[src/rtl/gate_test_pkg.sv]
// Shared definitions for the gate test sequencer: FSM encoding, vector count and index width.
package gate_test_pkg;

    localparam int NUM_VECTORS = 8;
    localparam int IDX_W       = 3;
    localparam int CNT_W       = 4;

    localparam logic [IDX_W-1:0] LAST_IDX = IDX_W'(NUM_VECTORS - 1);

    typedef enum logic [2:0] {
        ST_IDLE   = 3'd0,
        ST_APPLY  = 3'd1,
        ST_WAIT   = 3'd2,
        ST_CHECK  = 3'd3,
        ST_FINISH = 3'd4
    } state_t;

endpackage

[src/rtl/gate_vector_rom.sv]
// Combinational vector table for a dual 2-input AND part: operands and expected outputs per index.
module gate_vector_rom
    import gate_test_pkg::*;
(
    input  logic [IDX_W-1:0] index,
    output logic [0:1]       A,
    output logic [0:1]       B,
    output logic [0:1]       Y_EXP
);

    // Each gate gets a 1&1 vector plus its three ways of producing 0.
    always_comb begin
        A = 2'b00;
        B = 2'b00;
        case (index)
            3'd0: begin A = 2'b10; B = 2'b10; end
            3'd1: begin A = 2'b00; B = 2'b10; end
            3'd2: begin A = 2'b10; B = 2'b00; end
            3'd3: begin A = 2'b00; B = 2'b00; end
            3'd4: begin A = 2'b01; B = 2'b01; end
            3'd5: begin A = 2'b00; B = 2'b01; end
            3'd6: begin A = 2'b01; B = 2'b00; end
            default: begin A = 2'b00; B = 2'b00; end
        endcase
        Y_EXP = A & B;
    end

endmodule

[src/rtl/and2x2_test_sequencer.sv]
// Steps a dual AND gate through eight vectors, waits SETTLE cycles per vector, and reports
// PASS plus the first failing index. Outputs are registered from the next-state decode.
module and2x2_test_sequencer
    import gate_test_pkg::*;
#(
    parameter int SETTLE = 2
) (
    input  logic       CLK,
    input  logic       RST,
    input  logic       START,
    input  logic [0:1] Y,
    output logic [0:1] A,
    output logic [0:1] B,
    output logic       BUSY,
    output logic       DONE,
    output logic       PASS,
    output logic [2:0] FAIL_IDX
);

    localparam logic [CNT_W-1:0] SETTLE_CNT = CNT_W'(SETTLE);

    state_t             state_q, state_d;
    logic [IDX_W-1:0]   idx_q, idx_d;
    logic [CNT_W-1:0]   cnt_q, cnt_d;
    logic               fail_q, fail_d;
    logic [IDX_W-1:0]   fidx_q, fidx_d;
    logic [0:1]         a_q, a_d;
    logic [0:1]         b_q, b_d;
    logic [0:1]         yexp_q, yexp_d;
    logic               busy_q, busy_d;
    logic               done_q, done_d;
    logic               pass_q, pass_d;
    logic [0:1]         rom_a, rom_b, rom_y;

    // Indexed by the next index so A/B are already valid in the first APPLY cycle.
    gate_vector_rom u_rom (
        .index (idx_d),
        .A     (rom_a),
        .B     (rom_b),
        .Y_EXP (rom_y)
    );

    always_ff @(posedge CLK) begin
        if (RST) begin
            state_q <= ST_IDLE;
            idx_q   <= '0;
            cnt_q   <= '0;
            fail_q  <= 1'b0;
            fidx_q  <= '0;
            a_q     <= 2'b00;
            b_q     <= 2'b00;
            yexp_q  <= 2'b00;
            busy_q  <= 1'b0;
            done_q  <= 1'b0;
            pass_q  <= 1'b0;
        end else begin
            state_q <= state_d;
            idx_q   <= idx_d;
            cnt_q   <= cnt_d;
            fail_q  <= fail_d;
            fidx_q  <= fidx_d;
            a_q     <= a_d;
            b_q     <= b_d;
            yexp_q  <= yexp_d;
            busy_q  <= busy_d;
            done_q  <= done_d;
            pass_q  <= pass_d;
        end
    end

    always_comb begin
        state_d = state_q;
        idx_d   = idx_q;
        cnt_d   = cnt_q;
        fail_d  = fail_q;
        fidx_d  = fidx_q;
        case (state_q)
            ST_IDLE: begin
                if (START) begin
                    state_d = ST_APPLY;
                    idx_d   = '0;
                    fail_d  = 1'b0;
                    fidx_d  = '0;
                end
            end
            ST_APPLY: begin
                state_d = ST_WAIT;
                cnt_d   = SETTLE_CNT;
            end
            ST_WAIT: begin
                cnt_d = cnt_q - 1'b1;
                if (cnt_q <= 1) begin
                    state_d = ST_CHECK;
                end
            end
            ST_CHECK: begin
                // Only the first mismatch of a run is recorded.
                if ((Y != yexp_q) && !fail_q) begin
                    fail_d = 1'b1;
                    fidx_d = idx_q;
                end
                if (idx_q == LAST_IDX) begin
                    state_d = ST_FINISH;
                end else begin
                    idx_d   = idx_q + 1'b1;
                    state_d = ST_APPLY;
                end
            end
            ST_FINISH: begin
                state_d = ST_IDLE;
            end
            default: begin
                state_d = ST_IDLE;
            end
        endcase
    end

    always_comb begin
        a_d    = 2'b00;
        b_d    = 2'b00;
        yexp_d = yexp_q;
        busy_d = 1'b0;
        done_d = 1'b0;
        pass_d = pass_q;
        case (state_d)
            ST_APPLY, ST_WAIT, ST_CHECK: begin
                a_d    = rom_a;
                b_d    = rom_b;
                yexp_d = rom_y;
                busy_d = 1'b1;
            end
            ST_FINISH: begin
                done_d = 1'b1;
                pass_d = ~fail_d;
            end
            default: begin
            end
        endcase
        if ((state_q == ST_IDLE) && START) begin
            pass_d = 1'b0;
        end
    end

    assign A        = a_q;
    assign B        = b_q;
    assign BUSY     = busy_q;
    assign DONE     = done_q;
    assign PASS     = pass_q;
    assign FAIL_IDX = fidx_q;

endmodule

[config.mk]
export PLATFORM = sky130hd
export DESIGN_NAME = and2x2_test_sequencer
export DESIGN_NICKNAME = d
export VERILOG_FILES = /design/src/rtl/gate_test_pkg.sv /design/src/rtl/gate_vector_rom.sv /design/src/rtl/and2x2_test_sequencer.sv
export SDC_FILE = /design/constraint.sdc
export NUM_CORES = 1
export LEC_CHECK = 0
export ABC_CLOCK_PERIOD_IN_PS = 1810
export CAP_MARGIN = 20
export CORE_MARGIN = 3
export CORE_UTILIZATION = 52
export DETAILED_ROUTE_END_ITERATION = 10
export GPL_ROUTABILITY_DRIVEN = 0
export PLACE_DENSITY = 0.77
export SYNTH_ARGS = -nofsm -noshare
export SYNTH_HDL_FRONTEND = slang
export SYNTH_HIERARCHICAL = 1
export SYNTH_SLANG_ARGS = --single-unit
[constraint.sdc]
create_clock -name CLK -period 1.81 [get_ports CLK]
set_clock_uncertainty 0.05 [all_clocks]
set_input_delay 0.181 -clock CLK [delete_from_list [all_inputs] [get_ports CLK]]
set_output_delay 0.181 -clock CLK [all_outputs]
set_load 0.005 [all_outputs]
# Word level (Yosys, flattened, before mapping)
# Index checks and enable logic that the tools add are counted.
[op_classes]
bitwise = 3
addsub = 2
order_cmp = 1
muxes = 18
reduce_logical = 15
eq_ne = 16
[op_table]
columns = ["cell", "n"]
rows = [
  ["$mux W3", 7],
  ["$eq A3 B2 Y1 const B", 5],
  ["$eq A3 B3 Y1 const B", 5],
  ["$pmux W3 S2", 2],
  ["$pmux W3 S4", 1],
  ["$reduce_or A2 Y1", 6],
  ["$eq A3 B1 Y1 const B", 3],
  ["$pmux W2 S2", 2],
  ["$pmux W4 S2", 1],
  ["$logic_not A3 Y1", 2],
  ["$le A4 B1 Y1 const B", 1],
  ["$mux W1", 4],
  ["$ne A2 B2 Y1 const B", 2],
  ["$reduce_bool A2 Y1", 2],
  ["$sub A4 B1 Y4 const B", 1],
  ["$add A3 B1 Y3 const B", 1],
  ["$reduce_and A3 Y1", 1],
  ["$reduce_or A3 Y1", 1],
  ["$and A2 B2 Y2", 1],
  ["$logic_and A1 B1 Y1", 2],
  ["$ne A2 B2 Y1", 1],
  ["$not A1 Y1", 2],
  ["$pmux W1 S2", 1],
  ["$logic_not A1 Y1", 1],
]
[word_totals]
output_inout_bits = 10
regBits = 23

# Longest topological paths before layout
# Gate-level depths: netlist of the first run.
[depth]
word_depth = 7
depth_mapped = 8

# Hierarchy
# The synthesis of the first run kept the hierarchy.
[by_module_without_submodules]
columns = ["mod", "n_inst", "seq_area_each_um2", "area_per_inst_um2", "cells_per_inst"]
rows = [
  ["and2x2_test_sequencer", 1, 460.4, 1019.7, 112],
  ["gate_vector_rom", 1, 0.0, 37.5, 6],
]

# Worst setup path after synthesis of the first run
# Ideal clock, no wire load.
[synth_timing]
kind = "register to register"
from = "register state_q[2]"
to = "register yexp_q[0] (netlist name)"
synth_period_minus_slack_ns = 1.592
t_arrival_ns = 1.477
stages_incl_launch_ff = 8
path_slack_ns = 0.218
cell_sequence = "dfxtp_1 -> buf_2 -> nor4b_2 -> nor2b_1 -> mux2_2 -> nor3_1 -> mux2i_1 -> nor2_1"
[synth_between]
elab_chain_cells = 6
word_cells_on_any_way = 25
[synth_lines]
columns = ["item", "line", "source"]
rows = [
  ["start, declared", "and2x2_test_sequencer.sv:22", "state_t state_q, state_d;"],
  ["start signal, assigned", "and2x2_test_sequencer.sv:57", "state_q <= state_d;"],
  ["$eq A3 B2 Y1 or $logic_not A3 Y1 (tied branches)", "and2x2_test_sequencer.sv:77", "case (state_q)"],
  ["$pmux W3 S2 (*)", "and2x2_test_sequencer.sv:77", ""],
  ["named net idx_d[1]", "and2x2_test_sequencer.sv:23", "logic [IDX_W-1:0] idx_q, idx_d;"],
  ["$eq A3 B3 Y1 (tied with other cells)", "gate_vector_rom.sv:15", "case (index)"],
  ["$reduce_or A2 Y1 (no source line)", "--", ""],
  ["$pmux W2 S2", "gate_vector_rom.sv:15", ""],
  ["$and A2 B2 Y2 (*)", "gate_vector_rom.sv:25", "Y_EXP = A & B;"],
  ["named net rom_y, one bit", "and2x2_test_sequencer.sv:33", "logic [0:1] rom_a, rom_b, rom_y;"],
  ["end signal, assigned", "and2x2_test_sequencer.sv:64", "yexp_q <= yexp_d;"],
  ["end, declared", "and2x2_test_sequencer.sv:29", "logic [0:1] yexp_q, yexp_d;"],
]
# The timed path passes the listed nets; every way through them passes the cells marked *.
# A chain may end at the register's enable or synchronous reset.

# Worst setup path in the final report of the first run
[layout_timing]
from = "register state_q[2]"
to = "register yexp_q[1] (netlist name)"
# Same word-level chain as after synthesis.

==> impl_metrics.toml, run 1 <==
[cts]
cts_setup_buffers = 0
clock-sinks = 23
cts_tree = "built"
htreeDepth = 1
cts_root_buf = "clkbuf_4"
cts_buffers = 3
clk_pin_slew_ps = 120
cts_buffer_depth = 2
clkLatencyLatePin_ps = 310

[routing]
via_per_inst = 5.48
drt_first_pass_iters = 4
drtIter0Drc = 13
wl_per_cell_microns = 13.3
drc_errors = 0
routed_wirelength_microns = 2120
vias = 877
ant_nets = 0

[synth]
seq_area_frac_synth_pct = 43.6
synthXorXnorAreaFrac_pct = 2.49
syn_inst = 118
synth_top_family_by_area = "simple AND/OR/NAND/NOR gates"
synth_edf_count = 0
synthSimpleGateAreaFrac_pct = 28.4
synth_mux_area_share_pct = 6.86
synth_fa_ha_area_share_pct = 3.55
yosys_warnings = 6
synth_top_area_share_pct = 43.6
synth_ff_type = "dfxtp_1"
async_reset_ff_share_pct = 0
ys_types = 39
synth_compound_area_share_pct = 11.0
syn-cell-area_sq_mm = 0.00106
synthTopCellsByArea = "dfxtp_1 44%, nor2_1 5.0%, mux2i_1 4.7%"
synth_top_area_cell = "dfxtp_1"
yosysMostFrequentCell = "dfxtp_1"
syn_avg_cell_area_sq_um = 8.96
ys_seq_elements = 23
synth_fp_nets = 126
yosys-top-cells-count = "23 x dfxtp_1, 14 x nor2_1, 11 x nand2_1"

[global_route]
grt-ovfl-total = 0
grt_pass1_vias = 893
met3_usage_pct = 6.12
gr-usage-met1_pct = 22.8
grtUsageMet2_pct = 34.1
grt_pass1_wl_microns = 3820
track_usage_pct = 19.4
grt_max_degree = 18
grt-busiest-layer = "met2"
antenna_found_initial = 0

[die]
die_y_microns = 51.1
core_sq_mm = 0.00182
rows = 15
io_pins = 15
die_x_microns = 51.1
die_area_sq_mm = 0.00261
start_util_pct = 58.1

[cells_and_area]
fillCellCount = 155
fin_nets = 144
drive_gt1_share_pct = 12.6
n_antenna_cell = 0
final_area_sq_mm = 0.00127
fin_cells = 160
utilization_pct = 70.0
syn2layout_area_growth_pct = 20.6

[placement]
dp.cells = 156
dpl_cell_area_sq_mm = 0.00124
hpwlAfterDp_microns = 1650
port_buffers = 14

[worst_hold_path]
hold_path.class = "register to register"
hp-start = "FAIL_IDX[1]"
hold_depth = 2
hold_path_end = "FAIL_IDX[1]"

[critical_path]
crit_path_top_delay_cell = "o2bb2ai_1"
r2r_end = "yexp_q[1]"
crit_required_ps = 2010
ff2ff_setup_slack_ps = 150
end_kind = "register"
crit_path_start_kind = "register"
reg2reg_from = "state_q[2]"
rr_worst_depth = 7
worst_ep_arrival_time_ps = 1870
crit_buf_inv = 2
crit_fanout = 7
cp_top_family = "compound AO/OA/AOI/OAI gates"
crit_path_max_incr_delay_ps = 410
criticalPathCategory = "register to register"
crit_chain = "buf_4 -> inv_2 -> a31oi_1 -> o2bb2ai_1 -> nor3b_2 -> mux2i_1 -> nor2_1"

[power_and_ir_drop]
p_int_uw = 796
pwr-share-comb_pct = 27.5
powerDensity_mw_per_mm2 = 895
pwr-share-clk_pct = 20.1
power_frac_seq_pct = 52.3
switching_power_uw = 345
vdd.ir_drop.worst_mv = 0.694
switching_share_pct = 30.3
p_leak_uw = 0.000516

[timing]
finalCritPeriodShare_pct = 92.0
slew_violations = 0
slew_headroom_pct = 67.6
hold_violations = 0
fmax_ghz = 0.601
fin_hold_ws_ps = 419
tns_ps = 0
rsz0062_at_grt = "false"
tightest_slew_ps = 485
finalSetupViolCount = 0
period_needed_ps = 1660

[run_status]
outcome = "finished clean"

[flow_run]
maxCapViolations = 0
## cell type report
type / instances / area [sq um] / area share, %
multi-input combinational: 85 / 562 / 44.1
inverter: 4 / 15.0 / 1.18
timing repair buffer: 19 / 178 / 13.9
tap: 25 / 31.3 / 2.45
sequential: 23 / 463 / 36.3
clock buffer: 4 / 26.3 / 2.06
## flip-flops by register name, summed over array words and instances, names as in the netlist
name / count
FAIL_IDX: 3
yexp_q: 2
cnt_q: 4
B: 2
idx_q: 3
BUSY: 1
PASS: 1
state_q: 3
A: 2
DONE: 1
fail_q: 1
## worst register-to-register path: cells and delay by family, from the launching register on
| kind | cells | cell delay, ps |
|---|---|---|
| buffers and inverters | 2 | 250 |
| AO/OA/AOI/OAI | 2 | 500 |
| flip-flops | 1 | 390 |
| multiplexers | 1 | 90 |
| AND/OR/NAND/NOR | 2 | 330 |
## through the flow
stage,setup slack (ps),power [uW]
floorplan,218,821
global placement,21.9,893
detailed placement,-57.4,915
CTS,95.2,1140
global route,20.8,1220
finish,145,1140
## power groups by stage
| stage | clock, uW | sequential, uW | combinational (uW) |
|---|---|---|---|
| 2_1_floorplan | 0 | 589 | 232 |
| 5_1_grt | 256 | 604 | 362 |
| 3_5_place_dp | 0 | 604 | 311 |
| 6_report | 230 | 597 | 314 |
| 3_3_place_gp | 0 | 601 | 292 |
| 4_1_cts | 238 | 592 | 313 |
## placed cells by master (no fill, tap or decap), drive strengths merged, types with 2 or more instances in the layout
| cell type | instances |
|---|---|
| a21oi | 6 |
| and2 | 4 |
| buf | 5 |
| clkbuf | 4 |
| clkdlybuf4s50 | 14 |
| dfxtp | 23 |
| ha | 3 |
| inv | 4 |
| mux2 | 2 |
| mux2i | 5 |
| nand2 | 11 |
| nand2b | 3 |
| nand3 | 2 |
| nor2 | 15 |
| nor2b | 6 |
| nor3 | 3 |
| o21ai | 2 |
| or3 | 3 |
| or4 | 2 |
| xor2 | 2 |
## worst max-delay path by stage
stage | cells after the start | endpoint | start
5_1_grt | 7 | yexp_q[0] | idx_q[1]
3_3_place_gp | 7 | yexp_q[0] | START
6_report | 7 | yexp_q[1] | state_q[2]
3_5_place_dp | 7 | yexp_q[0] | START
4_1_cts | 6 | yexp_q[0] | state_q[2]
2_1_floorplan | 7 | yexp_q[0] | state_q[2]
## cell families after synthesis
logic type	after synthesis
multiplexers	7
adder cells (fa/ha/maj)	3
AO/OA/AOI/OAI	17
flip-flops	23
buffers and inverters	10
AND/OR/NAND/NOR	55
XOR/XNOR	3
## repair_timing
action / 4_1_cts / 5_1_grt
resized for setup: 0 / 3
setup endpoints to repair: 0 / 2
hold buffers: 0 / 0
## per-layer routing
layer  vias to the layer above  share of wire, %
met2                        18                52
met5                         -                 0
met4                         0              0.57
met1                       421                43
met3                         2               4.4
li1                        436                 -
Power figures use the tool's default switching activity.
==> run 2: changes to the inputs <==
--- a/config.mk
+++ b/config.mk
@@ -9,3 +9,3 @@
 export CAP_MARGIN = 20
-export CORE_MARGIN = 3
+export CORE_MARGIN = 2
 export CORE_UTILIZATION = 52
@@ -14,2 +14,3 @@
 export PLACE_DENSITY = 0.77
+export SLEW_MARGIN = 10
 export SYNTH_ARGS = -nofsm -noshare
--- a/constraint.sdc
+++ b/constraint.sdc
@@ -4,2 +4,2 @@
 set_output_delay 0.181 -clock CLK [all_outputs]
-set_load 0.005 [all_outputs]
+set_load 0.05 [all_outputs]
==> run 2 against run 1 <==
  * Worst hold slack worse by 3.4 ps
  * Critical path type is now register to output pin
  * Clock-buffer cell count fell by 1
  * Non-clock buffer count is the same
  * Register-to-register slack better by 20 ps
==> impl_metrics.toml, run 2 (synthesis results as in run 1) <==
[timing]
tns_ps = 0
slew_headroom_pct = 66.7
rsz0062_at_grt = "false"
finalSetupViolCount = 0
slew_violations = 0
hold_violations = 0
period_needed_ps = 1690
fmax_ghz = 0.593
finalCritPeriodShare_pct = 93.2
tightest_slew_ps = 498

[critical_path]
criticalPathCategory = "register to output pin"
crit_chain = "clkdlybuf4s50_1"
crit_path_top_delay_cell = "clkdlybuf4s50_1"
crit_path_max_incr_delay_ps = 800
cp_top_family = "buffers and inverters"
end_kind = "output pin"
crit_path_start_kind = "register"
crit_fanout = 2
crit_required_ps = 1580
crit_buf_inv = 1
worst_ep_arrival_time_ps = 1460

[cts]
cts_setup_buffers = 0
htreeDepth = 1
ctsHoldBuffers = 0
cts_tree = "built"
clk_pin_slew_ps = 120
cts_buffers = 3
cts_buffer_depth = 2
cts_root_buf = "clkbuf_4"
clock-sinks = 23
clkLatencyLatePin_ps = 320
cts_resized = 0

[die]
start_util_pct = 54.4
die_x_microns = 49.1
die_y_microns = 49.1
rows = 16
core_sq_mm = 0.00194
io_pins = 15
die_area_sq_mm = 0.00241

[cells_and_area]
top_register = "cnt_q"
fillCellCount = 182
drive_gt1_share_pct = 11.9
register_area_sq_um = 460
final_cell_mix = "23 x dfxtp_1, 14 x nor2_1, 14 x clkdlybuf4s50_1, 11 x nand2_1"
multi_input_area_sq_um = 553
syn2layout_area_growth_pct = 20.1
fin_cells = 162
fin_nets = 144
largest_reg_flops = 4
n_antenna_cell = 0
mostFrequentLayoutCell = "dfxtp_1"

[routing]
drt_first_pass_iters = 3
via_per_inst = 5.14
wl_per_cell_microns = 11.2
vias = 832
ant_nets = 0
routed_wirelength_microns = 1820
drtIter0Drc = 8
drc_errors = 0

[global_route]
track_usage_pct = 18.1
grt-ovfl-total = 0
grt_pass1_vias = 795
grt_pass1_wl_microns = 3400
grt_max_degree = 18
antenna_found_initial = 0

[placement]
dp.cells = 158
port_buffers = 14
hpwlAfterDp_microns = 1410

[power_and_ir_drop]
p_leak_uw = 0.000508
powerDensity_mw_per_mm2 = 923
vdd.ir_drop.worst_mv = 0.526
power.total_uw = 1170

[run_status]
outcome = "finished clean"

[worst_hold_path]
hold_path.class = "register to register"

[flow_run]
maxCapViolations = 0
## run 2: cell types whose count changed in the layout (fill, tap and decap cells not counted)
cell / change
clkbuf_1: -1
dfxtp_2: -2
nor4b_4: -1
dfxtp_1: +2
clkinvlp_4: +1
nor4b_2: +1
## run 2: layout make-up
| cell class | count | share of cell area (%) |
|---|---|---|
| Inverter | 4 | 1.18 |
| Multi-Input combinational cell | 85 | 43.5 |
| Clock buffer | 3 | 1.77 |
| Timing Repair Buffer | 19 | 14.0 |
| Sequential cell | 23 | 36.3 |
| Clock inverter | 1 | 0.591 |
| Tap cell | 27 | 2.66 |
## run 2: worst min-delay path: cells and delay by family, from the launching register on
kind,cells,cell delay [ps]
DFF,1,330
muxes,1,50
and+or+nand+nor,1,50
## run 2: metrics by stage
step | area (sq um) | hold WS [ps] | utilization [%] | setup slack [ps]
global route | 1270 | 452 | 65.4 | 20.1
finish | 1270 | 415 | 65.4 | 122
floorplan | 1060 | 385 | - | 218
CTS | 1270 | 419 | 65.4 | 99.3
detailed placement | 1240 | 402 | 63.9 | -72.5
global placement | 1240 | 394 | 63.9 | -8.47
## run 2: final timing paths
path,startpoint,endpoint,slack (ps),cells after the start
setup / recovery,FAIL_IDX[2],FAIL_IDX[2],120,1
hold reg to reg,FAIL_IDX[1],FAIL_IDX[1],420,2
setup reg to reg,state_q[1],yexp_q[0],170,6
hold / removal,FAIL_IDX[1],FAIL_IDX[1],420,2
## run 2: power breakdown
part | switching [uW] | total, uW | internal [uW]
Clock | 157 | 242 | 84.4
Sequential | 38.6 | 590 | 552
Combinational | 186 | 341 | 155
## run 2: layer usage
layer	GRT usage (%)	part of all wire, %	vias to the layer above
met5	0	0	-
met4	2.86	0.55	0
met3	4.60	3.1	3
met2	32.0	47	11
met1	22.4	49	379
li1	-	-	439
==> run 3: changes to the inputs <==
Settings changed: PLACE_DENSITY 0.77 to unset, PLACE_DENSITY_LB_ADDON set to 0.1.
==> run 3 against run 2 <==
  * Cell count fell by 0.62%
  * Worst hold slack improved by 1.2 ps
  * Power fell by 0.24%
  * Critical path depth rose by 2
  * Wire length rose by 7.2%
  * Critical path type is now register to register
  * Largest power group unchanged
==> impl_metrics.toml, run 3 (synthesis results as in run 1) <==
[critical_path]
criticalPathCategory = "register to register"
worst_ep_arrival_time_ps = 1840
crit_fanout = 10
crit_required_ps = 1950
crit_path_start_kind = "register"
end_kind = "register"
ff2ff_setup_slack_ps = 120

[global_route]
grtUsageMet2_pct = 32.0
grt_max_degree = 18
grt_pass1_vias = 806
track_usage_pct = 17.8
met3_usage_pct = 3.68
grt-busiest-layer = "met2"
gr-usage-met1_pct = 22.1
grt-ovfl-total = 0
antenna_found_initial = 0
grt_pass1_wl_microns = 3390

[cts]
cts_root_buf = "clkbuf_4"
clock-sinks = 23
clkLatencyLatePin_ps = 300
clk_pin_slew_ps = 120
htreeDepth = 1
cts_tree = "built"
cts_buffers = 3
cts_buffer_depth = 2
cts_setup_buffers = 0

[power_and_ir_drop]
switching_power_uw = 376
p_leak_uw = 0.000512
powerDensity_mw_per_mm2 = 919
power_frac_seq_pct = 51.5
p_int_uw = 794
pwr-share-clk_pct = 19.4
pwr-share-comb_pct = 29.2
power.total_uw = 1170
switching_share_pct = 32.2
vdd.ir_drop.worst_mv = 0.642

[routing]
routed_wirelength_microns = 1950
drc_errors = 0
vias = 843
drt_first_pass_iters = 4
wl_per_cell_microns = 12.1
ant_nets = 0
drtIter0Drc = 17
via_per_inst = 5.24

[placement]
hpwlAfterDp_microns = 1480
dp.cells = 157
port_buffers = 14

[cells_and_area]
fin_nets = 143
fin_cells = 161
top_register = "cnt_q"
syn2layout_area_growth_pct = 20.5
largest_reg_flops = 4
n_antenna_cell = 0
register_area_sq_um = 460
drive_gt1_share_pct = 11.2
multi_input_area_sq_um = 568
mostFrequentLayoutCell = "dfxtp_1"
fillCellCount = 174
final_cell_mix = "23 x dfxtp_1, 14 x nor2_1, 14 x clkdlybuf4s50_1, 11 x nand2_1"

[timing]
finalSetupViolCount = 0
rsz0062_at_grt = "false"
hold_violations = 0
period_needed_ps = 1690
fmax_ghz = 0.591
finalCritPeriodShare_pct = 93.6
tightest_slew_ps = 504
slew_violations = 0
slew_headroom_pct = 66.3

[die]
rows = 16
io_pins = 15
core_sq_mm = 0.00194
die_area_sq_mm = 0.00241
die_x_microns = 49.1
die_y_microns = 49.1
start_util_pct = 54.4

[run_status]
outcome = "finished clean"

[worst_hold_path]
hold_path.class = "register to register"

[flow_run]
maxCapViolations = 0
[run 3: cell count changes in the layout (fill, tap and decap cells not counted), sizes merged]
cell,before,now
clkbuf,3,4
clkinvlp,1,0
buf,5,4
[run 3: per-stage QoR]
step / worst slack (ps) / cell area [sq um] / utilization, % / hold WS (ps) / setup TNS [ps]
global placement: 3.15 / 1230 / 63.5 / 396 / 0
floorplan: 218 / 1060 / - / 385 / 0
finish: 117 / 1270 / 65.6 / 416 / 0
detailed placement: -41.1 / 1230 / 63.5 / 403 / -72.3
CTS: 112 / 1260 / 64.8 / 419 / 0
global route: 40.9 / 1270 / 65.6 / 443 / 0
[run 3: area by class of cell]
type	count	share of cell area, %
clock buffer	4	2.06
inverter	4	1.18
multi-input combinational	85	44.6
sequential	23	36.1
tap	27	2.65
timing repair buffer	18	13.4
[run 3: path summary, 6_finish.rpt]
| path | startpoint | endpoint | cells after the start |
|---|---|---|---|
| worst max register to register | state_q[0] | FAIL_IDX[2] | 3 |
| worst max-delay path | state_q[0] | FAIL_IDX[2] | 3 |
| worst min register to register | FAIL_IDX[0] | FAIL_IDX[0] | 2 |
| worst min-delay path | FAIL_IDX[0] | FAIL_IDX[0] | 2 |
[run 3: layer usage]
metal	share of wire (%)	wire (microns)	up-vias
met3	2.6	50	2
met4	0.61	12	0
met2	50	968	13
li1	-	-	434
met1	47	921	394
met5	0	0	-
[run 3: critical path, stage by stage (launching register included)]
cell and delay [ps]:
dfxtp_1 590, nand2_1 190, or4_1 610, mux2i_1 160
[run 3: power by group through the flow]
| stage | clock, uW | combinational, uW | sequential, uW |
|---|---|---|---|
| floorplan | 0 | 232 | 624 |
| global placement | 0 | 320 | 607 |
| detailed placement | 0 | 333 | 609 |
| CTS | 236 | 335 | 598 |
| global route | 260 | 381 | 608 |
| finish | 227 | 341 | 602 |
[run 3: timing repair]
item	4_1_cts	5_1_grt
endpoints found under the setup margin	0	2
hold buffers	0	0
gates resized for setup	0	2
==> RTL edit 1: new RTL, flow settings as in run 3 <==
Set the package constant `CNT_W` to 3 (it was 4).
--- a/src/rtl/gate_test_pkg.sv
+++ b/src/rtl/gate_test_pkg.sv
@@ -4,5 +4,5 @@
     localparam int NUM_VECTORS = 8;
     localparam int IDX_W       = 3;
-    localparam int CNT_W       = 4;
+    localparam int CNT_W       = 3;
 
     localparam logic [IDX_W-1:0] LAST_IDX = IDX_W'(NUM_VECTORS - 1);
Formal check against the unedited RTL: no difference found for any inputs over 10 cycles, from zero or initial values and one cycle with RST high; that may be too few to reach the edited logic, so the function may still have changed.
==> RTL edit 1 against run 3 <==
- design area rose by 1.7%
- power fell by 6.6%
- combinational power fell by 6.2%
- register-to-register slack got worse by 0.02 ns
- clock power fell by 6%
- sequential cell count fell by 1
- worst setup slack got worse by 0.030 ns
- synthesized area fell by 2.6%
- routed wire length rose by 8.1%
- cell count rose by 3.1%
- sequential share of layout area fell by 1.9 points
- largest cell class unchanged
==> RTL edit 1: results (changes against run 3) <==
| Metric | Value |
|---|---|
| Worst Path Arrival | `1.49 ns (-0.35 ns)` |
| Met1 GRT Util | `0.244 (+0.0224)` |
| Synth Area in Compound Gates | `0.157 (+0.0467)` |
| GR Util met2 | `0.333 (+0.0135)` |
| Met3 Use GR | `0.0370 (+0.000227)` |
| Metal2 WL | `1050 µm (+8.4%)` |
| Clock Power Share | `0.196 (+0.002)` |
| Multi-input gate area | `543 µm² (-4.4%)` |
| Seq/Total Area, Yosys | `0.428 (-0.00780)` |
| Clock network area share | `0.0174 (-0.00324)` |
| Buffering overhead | `0.178 (+0.0442)` |
| Via total after detailed routing | `891 (+5.7%)` |
| XOR/XNOR Fraction of Synth Area | `0.0255 (+0.000664)` |
| R2r startpoint | `idx_q[0]` |
| Hold wc startpoint | `yexp_q[0]` |
| Multi-input gates | `82 (-3.5%)` |
| Layout cells sized above 1 | `0.173 (+0.0607)` |
| Hold endpoint | `yexp_q[0]` |
| Top cells by count, synth | `22 x dfxtp_1, 15 x nand2_1, 8 x a21oi_1, 6 x buf_2, 6 x inv_1` |
| Area delta synth->final | `25.8%` |
| Smallest hold slack | `0.431 ns (+0.0148 ns)` |
| Worst reg2reg endpoint | `A[0]` |
| Flop+latch power | `0.558 mW (-7.3%)` |
| Outcome | `finished, final reports clean` |
| Drt first-iter violations | `22 (+5)` |
| Synth Area in Adders | `0.0365 (+0.000949)` |
| Worst reg-to-reg path cell count | `7 (+4)` |
| Overall fraction of global-route tracks in use | `0.195 (+0.0169)` |
| Vias in the first global route | `849 (+5.3%)` |
| Clock buf count | `3 (-1)` |
| Area contributors post-synth | `dfxtp_1 43%, nand2_1 5.5%, mux2i_1 4.9%, a21oi_1 3.9%, ha_1 3.6%` |
| Multiplexer area fraction after synthesis | `0.0486 (-0.0200)` |
| Register bit total from synthesis | `22 (-4.3%)` |
[RTL edit 1: cell types whose count changed in the layout (fill, tap and decap cells not counted), moves of 3 or more]
| cell | change |
|---|---|
| buf_4 | +8 |
| dfxtp_1 | -3 |
| inv_1 | +3 |
| nand2_1 | +3 |
| nand3_1 | +3 |
| nor2_1 | -10 |
| nor2b_1 | -4 |
| o21ai_0 | +3 |
[RTL edit 1: worst min-delay path, stage by stage, from the launching register on]
cell and delay [ns]:
dfxtp_1 0.33, nand2_1 0.05, mux2i_1 0.06
[RTL edit 1: how the worst max path moves through the flow]
| stage | start | endpoint | slack [ns] | depth (start not counted) |
|---|---|---|---|---|
| floorplan | state_q[1] | yexp_q[0] | 0.17 | 7 |
| global placement | START | yexp_q[0] | -0.1 | 7 |
| detailed placement | START | yexp_q[0] | -0.16 | 7 |
| CTS | idx_q[0] | A[0] | 0.06 | 7 |
| global route | idx_q[0] | yexp_q[0] | -0.002 | 7 |
| finish | FAIL_IDX[2] | FAIL_IDX[2] | 0.09 | 1 |
==> RTL edit 2: new RTL, settings of run 3 <==
Made on the original files. Encoding of `state_t`: now one-hot (5 bits for 5 states).
--- a/src/rtl/gate_test_pkg.sv
+++ b/src/rtl/gate_test_pkg.sv
@@ -8,10 +8,10 @@
     localparam logic [IDX_W-1:0] LAST_IDX = IDX_W'(NUM_VECTORS - 1);
 
-    typedef enum logic [2:0] {
-        ST_IDLE   = 3'd0,
-        ST_APPLY  = 3'd1,
-        ST_WAIT   = 3'd2,
-        ST_CHECK  = 3'd3,
-        ST_FINISH = 3'd4
+    typedef enum logic [4:0] {
+        ST_IDLE   = 5'b00001,
+        ST_APPLY  = 5'b00010,
+        ST_WAIT   = 5'b00100,
+        ST_CHECK  = 5'b01000,
+        ST_FINISH = 5'b10000
     } state_t;
 
Function: same outputs for any inputs over 10 cycles, from zero or initial values and one cycle with RST high; not proved beyond that.
==> RTL edit 2 against run 3 <==
- the flow now finishes with violations (setup timing)
- die area up 13%
- design area increased by 28%
- sequential cell count increased by 2
- utilization is 8.2 points higher
- worst setup slack got worse by 0.24 ns
- routed wire length rose by 49%
- synthesized area grew 14%
- largest cell class unchanged
Power is not compared: it rests on default switching activity, and its combinational part moved more than twofold at a synthesized area within 25%.
==> RTL edit 2: results (changes against run 3) <==
| Metric | Value |
|---|---|
| Slowest CP cell | `or3_4` |
| Layout cells sized above 1 | `0.291 (+0.179)` |
| Worst setup margin | `-0.123 ns (-0.240 ns)` |
| Multi-input gate area | `713 µm² (+26%)` |
| Logic power comb | `0.164 mW` |
| Multi-input gates | `99 (+16%)` |
| Flip-flop and latch count | `25 (+8.7%)` |
| Seq/Total Area, Yosys | `0.414 (-0.0214)` |
| Setup TNS | `-0.248 ns (-0.248 ns)` |
| Later-pin clock latency in the skew report | `0.33 ns (+0.03 ns)` |
| XOR/XNOR Fraction of Synth Area | `0.0145 (-0.0104)` |
| Via total after detailed routing | `1140 (+35%)` |
| Placed Cells | `192 (+22%)` |
| Synth Area in Adders | `0.0311 (-0.00445)` |
| Met1 GRT Util | `0.328 (+0.107)` |
| Routed WL | `2910 µm (+49%)` |
| Least-Margin Pin Slew | `0.496 ns (-0.00751 ns)` |
| Tap Count | `28 (+3.7%)` |
| Top cells by count, synth | `25 x dfxtp_1, 12 x nor2_1, 7 x and2_1, 7 x nand2_1` |
| Syn_nets | `144 (+14%)` |
| Clock transition at path regs | `0.15 ns (+0.03 ns)` |
| Slowest stage delay, CP | `0.41 ns (-0.20 ns)` |
| Worst Path Arrival | `2.15 ns (+0.31 ns)` |
| Pre-CTS WS | `-0.191 ns (-0.150 ns)` |
| Synth Area in Compound Gates | `0.198 (+0.0877)` |
| Placed cell area | `1530 µm² (+24%)` |
| Clock buf count | `3 (-1)` |
| Smallest hold slack | `0.455 ns (+0.0387 ns)` |
| Clock network area share | `0.0184 (-0.00222)` |
| GR Util met2 | `0.390 (+0.0705)` |
| Buffering overhead | `0.201 (+0.0673)` |
| Outcome | `finished, violations left` |
| WL per Instance | `14.5 µm (+20%)` |
| Drt first-iter violations | `40 (+23)` |
| Multiplexer area fraction after synthesis | `0.0166 (-0.0521)` |
| Inverters | `6 (+2)` |
| First-pass GRT wire length | `4860 µm (+44%)` |
| Final Net Count | `181 (+27%)` |
| Failing checks | `setup timing` |
| M1 WL | `1370 µm (+48%)` |
| Metal3 WL | `148 µm (+200%)` |
| Area contributors post-synth | `dfxtp_1 41%, nor2_1 3.7%, and2_1 3.6%, ha_1 3.1%, nor2b_1 3.1%` |
| Largest net degree at the start of global routing | `16 (-2)` |
| Power Density | `613 nW/µm²` |
| Setup violations, final | `3 (+3)` |
| DPL Wire Length | `2110 µm (+43%)` |
| Fillers | `163 (-6.3%)` |
| Multi-input combinational area share | `0.437 (-0.00886)` |
| Vias in the first global route | `1093 (+36%)` |
| Overall fraction of global-route tracks in use | `0.242 (+0.0636)` |
| Non-CTS buffers | `38 (+20)` |
| FF/Latch Area | `503 µm² (+9.2%)` |
| Post-synthesis cell count | `136 (+15%)` |
| Power share of the sequential group | `0.577` |
| Yosys cell types | `41 (+5.1%)` |
| Metal2 WL | `1350 µm (+39%)` |
## RTL edit 2: cell types whose count changed in the layout (fill, tap and decap cells not counted), moves of 3 or more
cell / delta
nor4_1: +4
mux2i_1: -4
and3_1: +4
nand4_1: +3
nand2_1: -4
o21ai_0: +3
nor3_2: +4
nor2_1: -3
buf_4: +18
a31o_2: +4
## RTL edit 2: path summary, 6_finish.rpt
| kind | depth (start not counted) | from | end |
|---|---|---|---|
| max | 6 | state_q[1] | yexp_q[0] |
| min | 1 | FAIL_IDX[2] | FAIL_IDX[2] |
| max reg2reg | 6 | state_q[1] | yexp_q[0] |
| min reg2reg | 1 | FAIL_IDX[2] | FAIL_IDX[2] |
## RTL edit 2: timing repair
item	4_1_cts	5_1_grt
pin swaps	3	1
setup endpoints to repair	4	8
buffers inserted	3	1
resized for setup	3	7
hold buffers	0	0
endpoints found under the hold margin	0	0
